### config.mk
export PLATFORM = sky130hd
export DESIGN_NAME = uart_tx_frame
export DESIGN_NICKNAME = d
export VERILOG_FILES = /design/src/rtl/uart_tx_frame.sv
export SDC_FILE = /design/constraint.sdc
export NUM_CORES = 1
export LEC_CHECK = 0
export ABC_AREA = 1
export CORE_UTILIZATION = 50
export CTS_BUF_LIST = sky130_fd_sc_hd__clkbuf_2 sky130_fd_sc_hd__clkbuf_4 sky130_fd_sc_hd__clkbuf_8
export DETAILED_ROUTE_END_ITERATION = 10
export PLACE_DENSITY = 0.78
export SLEW_MARGIN = 20
export SYNTH_ARGS = -nofsm -noshare
export SYNTH_HDL_FRONTEND = slang
export SYNTH_SLANG_ARGS = --single-unit
export TNS_END_PERCENT = 50
### constraint.sdc
create_clock -name clk -period 1.4 [get_ports clk]
set_input_delay 0.28 -clock clk [delete_from_list [all_inputs] [get_ports clk]]
set_output_delay 0.28 -clock clk [all_outputs]
set_load 0.02 [all_outputs]
### src/rtl/uart_tx_frame.sv
// Parametrised UART transmitter: start, DATA_WIDTH bits LSB first, optional parity, 1/2 stop; START on the line 1 cycle after accept.
// Backpressure: s_ready only in IDLE or the final stop cycle of a data frame (gapless chaining); break and en=0 hold it low.
module uart_tx_frame #(
    parameter int DATA_WIDTH   = 8,
    parameter int CLKS_PER_BIT = 16
) (
    input  logic                  clk,
    input  logic                  rst,
    input  logic                  en,
    input  logic                  cfg_parity_en,
    input  logic [1:0]            cfg_parity_mode,
    input  logic                  cfg_stop2,
    input  logic                  send_break,
    input  logic                  s_valid,
    input  logic [DATA_WIDTH-1:0] s_data,
    output logic                  s_ready,
    output logic                  tx,
    output logic                  busy,
    output logic                  done
);
    localparam int CW = $clog2(CLKS_PER_BIT);
    localparam int IW = $clog2(DATA_WIDTH);
    localparam logic [CW-1:0] CNT_LAST = CW'(CLKS_PER_BIT - 1);
    localparam logic [IW-1:0] IDX_LAST = IW'(DATA_WIDTH - 1);

    typedef enum logic [2:0] {IDLE, START, DATA, PARITY, STOP, BREAK} state_t;

    state_t                state_q, state_d;
    logic [CW-1:0]         bit_cnt_q, bit_cnt_d;
    logic [IW-1:0]         idx_q, idx_d;
    logic                  stop_idx_q, stop_idx_d;
    logic                  brk_q, brk_d;
    logic [DATA_WIDTH-1:0] data_q;
    logic                  par_en_q, stop2_q;
    logic [1:0]            par_mode_q;
    logic                  cnt_last, frame_last, xfer, par_bit;

    assign cnt_last   = (bit_cnt_q == CNT_LAST);
    // brk_q marks the trailing stop period of a break, which must never look like a frame end
    assign frame_last = (state_q == STOP) && cnt_last && !brk_q && (stop_idx_q == stop2_q);
    assign s_ready    = en && !send_break && !rst && ((state_q == IDLE) || frame_last);
    assign xfer       = s_valid && s_ready;
    assign done       = frame_last;
    assign busy       = (state_q != IDLE);

    always_comb begin
        par_bit = 1'b0;
        case (par_mode_q)
            2'b00:   par_bit = ^data_q;
            2'b01:   par_bit = ~^data_q;
            2'b10:   par_bit = 1'b1;
            default: par_bit = 1'b0;
        endcase
    end

    always_comb begin
        tx = 1'b1;
        case (state_q)
            START, BREAK: tx = 1'b0;
            DATA:         tx = data_q[idx_q];
            PARITY:       tx = par_bit;
            default:      tx = 1'b1;
        endcase
    end

    always_comb begin
        state_d    = state_q;
        idx_d      = idx_q;
        stop_idx_d = stop_idx_q;
        brk_d      = brk_q;
        bit_cnt_d  = cnt_last ? '0 : bit_cnt_q + 1'b1;
        case (state_q)
            IDLE: begin
                bit_cnt_d = '0;
                if (send_break) begin
                    state_d = BREAK;
                    brk_d   = 1'b1;
                end else if (xfer) begin
                    state_d = START;
                    brk_d   = 1'b0;
                end
            end
            START: if (cnt_last) begin
                state_d = DATA;
                idx_d   = '0;
            end
            DATA: if (cnt_last) begin
                if (idx_q == IDX_LAST) begin
                    state_d    = par_en_q ? PARITY : STOP;
                    stop_idx_d = 1'b0;
                end else begin
                    idx_d = idx_q + 1'b1;
                end
            end
            PARITY: if (cnt_last) begin
                state_d    = STOP;
                stop_idx_d = 1'b0;
            end
            STOP: if (cnt_last) begin
                if (!brk_q && (stop_idx_q != stop2_q)) begin
                    stop_idx_d = 1'b1;
                end else if (xfer) begin
                    state_d = START;
                    brk_d   = 1'b0;
                end else begin
                    state_d = IDLE;
                end
            end
            BREAK: begin
                bit_cnt_d = '0;
                if (!send_break) begin
                    state_d    = STOP;
                    stop_idx_d = 1'b0;
                end
            end
            default: state_d = IDLE;
        endcase
    end

    always_ff @(posedge clk) begin
        if (rst) begin
            state_q    <= IDLE;
            bit_cnt_q  <= '0;
            idx_q      <= '0;
            stop_idx_q <= 1'b0;
            brk_q      <= 1'b0;
            data_q     <= '0;
            par_en_q   <= 1'b0;
            par_mode_q <= 2'b00;
            stop2_q    <= 1'b0;
        end else begin
            state_q    <= state_d;
            bit_cnt_q  <= bit_cnt_d;
            idx_q      <= idx_d;
            stop_idx_q <= stop_idx_d;
            brk_q      <= brk_d;
            if (xfer) begin
                data_q     <= s_data;
                par_en_q   <= cfg_parity_en;
                par_mode_q <= cfg_parity_mode;
                stop2_q    <= cfg_stop2;
            end
        end
    end
endmodule

==> results of run 1 <==
## kinds of logic after synthesis
logic type,synth area share (%)
buffers and inverters,9.57
AO/OA/AOI/OAI,19.2
flip-flops,35.0
adder cells (fa/ha/maj),2.74
XOR/XNOR,3.19
AND/OR/NAND/NOR,30.3
## what timing repair did
item | CTS
hold endpoints to repair | 0
gates resized for setup | 96
buffers inserted | 11
endpoints found under the setup margin | 28
cloned | 2
pin swaps | 21
## stage by stage
step	TNS [ps]	utilization [%]	setup slack, ps	std cells	area (um2)
after CTS	-5090	94.6	-449	310	2410
after detailed placement	-7410	78.5	-666	293	2000
after global placement	-5550	78.5	-588	293	2000
after floorplan	0	-	19.6	198	1410
==> reports/metrics.yaml, run 1 <==
synth_area_mm2: 0.00137
worst_endpoint_kind: "primary output"
initial_core_util_pct: 53.9
die_w_um: 54.4
synth_cells: 198
ys_seq_area_share_pct: 35.0
synth_top_area_share_pct: 35.0
avgSynthCellArea_um2: 6.93
grt_repair_worst_endpoint: "tx"
place.gp.congestion: 0.864
ys_types: 26
clock-sinks: 24
yosys.cell_count.top_type: "nand2_1"
synth_edf_count: 0
async_flop_share_pct: 0
lastStage: "5_1_grt"
rows: 18
io_buffers: 20
error_line: "[ERROR DPL-0038] Utilization greater than 100%, impossible to legalize"
synthTopCellsByArea: "dfxtp_1 35%, nand2_1 9.3%, a21oi_1 9.1%, inv_1 6.6%, nor2_1 4.9%"
cts_buffers: 3
h-tree-depth: 1
grt_max_degree: 15
synth_seq_cells: 24
cts_buffer_depth: 2
cts-root-buf: "clkbuf_4"
synth_commonest_cells: "34 x nand2_1, 25 x a21oi_1, 24 x dfxtp_1, 24 x inv_1, 18 x nor2_1"
io_pins: 21
dp_hpwl_um: 2990
ys.flop_type: "dfxtp_1"
hold_buffers: 0
yosysWarnings: 0
synth_nets: 218
yosysTopAreaCell: "dfxtp_1"
outcome: "did not finish"
die_y_um: 54.4
==> run 2, diff against run 1 <==
- CORE_AREA: not set -> 2 2 63 65
- CORE_UTILIZATION: 50 -> not set
- CTS_BUF_LIST: sky130_fd_sc_hd__clkbuf_2 sky130_fd_sc_hd__clkbuf_4 sky130_fd_sc_hd__clkbuf_8 -> not set
- DIE_AREA: not set -> 0 0 65 67
- PLACE_DENSITY: 0.78 -> not set
- PLACE_DENSITY_LB_ADDON: not set -> 0.15
- clock period: 1.4 -> 1.8 ns (I/O delays scaled with it)
==> run 2 against run 1 <==
Against the previous run: the flow now finishes, with violations (setup timing); synthesized area is the same; synthesized cell count is the same.
==> reports/metrics.yaml, run 2 <==
outcome: "finished, violations left"
violations: "setup timing"
pwr-share-comb_pct: 52.6
yosys.cell_count.top_type: "nand2_1"
reg_top3: "data_q: 8 flops, bit_cnt_q: 4 flops"
grt_max_degree: 14
io_buffers: 20
power_mw: 2.15
dieArea_mm2: 0.00436
async_flop_share_pct: 0
drt_iter0_drc: 33
synth_top_family_by_area: "simple AND/OR/NAND/NOR gates"
largest_reg_flops: 8
p_int_mw: 1.27
h-tree-depth: 1
synth_edf_count: 0
crit_path_frequent_cell: "nand2_1"
ir_drop_v: 0.000539
crit_fanout: 2
relSlewSlack_pct: 82.2
drt-total-wl_um: 3550
dp_hpwl_um: 2640
cts-root-buf: "clkbuf_8"
hold_viol: 0
initial_core_util_pct: 38.1
period_needed_ps: 1820
p_leak_nw: 0.904
synth_seq_cells: 24
yosysTopAreaCell: "dfxtp_1"
routed-via-count: 1444
worstPathArrival_ps: 1460
dr.pass1.iters: 4
yosysWarnings: 0
slowest_delay_ps: 340
grtUsageTotal_pct: 17.8
n_fill_cell: 350
cp-end-kind: "output pin"
syn_to_final_growth_pct: 53.4
synth_area_mm2: 0.00137
clkSlewWorstSetupHoldPaths_ps: 90
diodes: 0
crit_slowest_cell: "dfxtp_2"
dpl_worst_slack_ps: -502
post-route-period-util_pct: 101
die_y_um: 67
dpl_cell_area_mm2: 0.00194
crit_chain: "xnor2_2 -> nand2b_4 -> nand2_1 -> nand2_2 -> nand3_1 -> nand2_1 -> nand3_1 -> nand2_1 -> buf_6"
place.gp.congestion: 0.797
r2r_cells: 10
grt_pass1_vias: 1355
p_clk_share_pct: 15.0
hold_class: "reg2reg"
crit_required_ps: 1440
final_common_cell: "buf_4"
clock_skew_ps: 8.59
cts_buffers: 3
drv_slew: 0
die_w_um: 65
place_inst: 303
final_cell_mix: "41 x buf_4, 33 x nand2_1, 24 x a21oi_1"
stdcell_count: 310
switching_share_pct: 40.7
synth_commonest_cells: "34 x nand2_1, 25 x a21oi_1, 24 x dfxtp_1, 24 x inv_1, 18 x nor2_1"
routedWlPerCell_um: 11.5
synth_nets: 218
final_util_pct: 58.4
hold_path_depth: 2
cts_tree: "done"
synthTopCellsByArea: "dfxtp_1 35%, nand2_1 9.3%, a21oi_1 9.1%, inv_1 6.6%, nor2_1 4.9%"
final-setup-viol-count: 1
power.switching_mw: 0.873
p_per_area_mw_per_mm2: 1020
io_pins: 21
synth_top_area_share_pct: 35.0
clk_latency_ps: 270
via_per_inst: 4.66
grt-ovfl-total: 0
seqPwrFrac_pct: 32.5
avgSynthCellArea_um2: 6.93
hold_buffers: 0
ys.flop_type: "dfxtp_1"
cts_buffer_depth: 2
antenna_found_initial: 0
criticalPathCategory: "reg2out"
drive_gt1_share_pct: 36.3
holdWs_ps: 470
max_freq_mhz: 549
rows: 22
multi_input_area_um2: 846
nets: 284
synth_cells: 198
fin_setup_tns_ps: -21.6
drv_cap: 0
yosys.area_share.simple_pct: 30.3
ys_seq_area_share_pct: 35.0
drtAntennaViolNets: 0
design_area_mm2: 0.00211
synth_xor_area_share_pct: 3.19
tightest_slew_ps: 267
register_area_um2: 493
ys_types: 26
rsz0062_at_grt: "yes"
setup_slack_ps: -21.6
start_kind: "register"
synth_compound_area_share_pct: 19.2
synth.area.mux_share_pct: 0
route.detailed.drc: 0
clock-sinks: 24
synthAdderAreaFrac_pct: 2.73
largest_register: "data_q"
grt_pass1_wl_um: 5890
core_area_mm2: 0.00361
run 2: cell counts after synthesis:
Identical to the previous run, type by type.
run 2: logic make-up (layout without fill, tap and decap cells):
kind of cell	Yosys count	after routing
AOI/OAI and AO/OA	50	50
xor gates and xnor gates	5	5
adders and majority gates	3	3
DFF	24	24
and+or+nand+nor	85	86
buffers and inverters	31	94
run 2: critical path: cells and delay by family (launching register included):
kind	cells	cell delay, ps
and+or+nand+nor	7	560
DFF	1	340
xor gates and xnor gates	1	170
buffers and inverters	1	120
run 2: layer usage:
metal	part of all wire [%]	GRT usage [%]	vias up
li1	-	-	787
met1	47	20.7	628
met2	48	31.6	21
met3	2.4	2.53	8
met4	3.0	9.57	0
met5	0	0	-
run 2: power groups by stage:
stage	combinational (mW)	clock, mW	sequential, mW
final	1.13	0.322	0.697
after global routing	1.26	0.356	0.704
after CTS	1.09	0.341	0.680
after detailed placement	1.09	0	0.689
after global placement	1.09	0	0.689
after floorplan	0.653	0	0.684
run 2: area by class of cell:
| cell class | instances | share of cell area, % |
|---|---|---|
| Multi-Input combinational cell | 144 | 40.2 |
| Timing Repair Buffer | 64 | 26.7 |
| Sequential cell | 24 | 23.4 |
| Inverter | 27 | 4.93 |
| Tap cell | 48 | 2.85 |
| Clock buffer | 3 | 1.96 |
run 2: timing repair:
action | CTS | global route
endpoints found under the setup margin | 4 | 12
pin swaps | 2 | 9
resized for setup | 29 | 28
gates cloned | 0 | 1
buffers inserted | 0 | 3
endpoints found under the hold margin | 0 | 0
run 2: path summary, 6_finish.rpt:
| path | from | endpoint | slack (ps) |
|---|---|---|---|
| worst min register to register | stop_idx_q | stop_idx_q | 470 |
| worst max-delay path | data_q[1] | tx | -20 |
| worst max register to register | bit_cnt_q[1] | par_en_q | 100 |
| worst min-delay path | stop_idx_q | stop_idx_q | 470 |
Power figures use the tool's default switching activity.
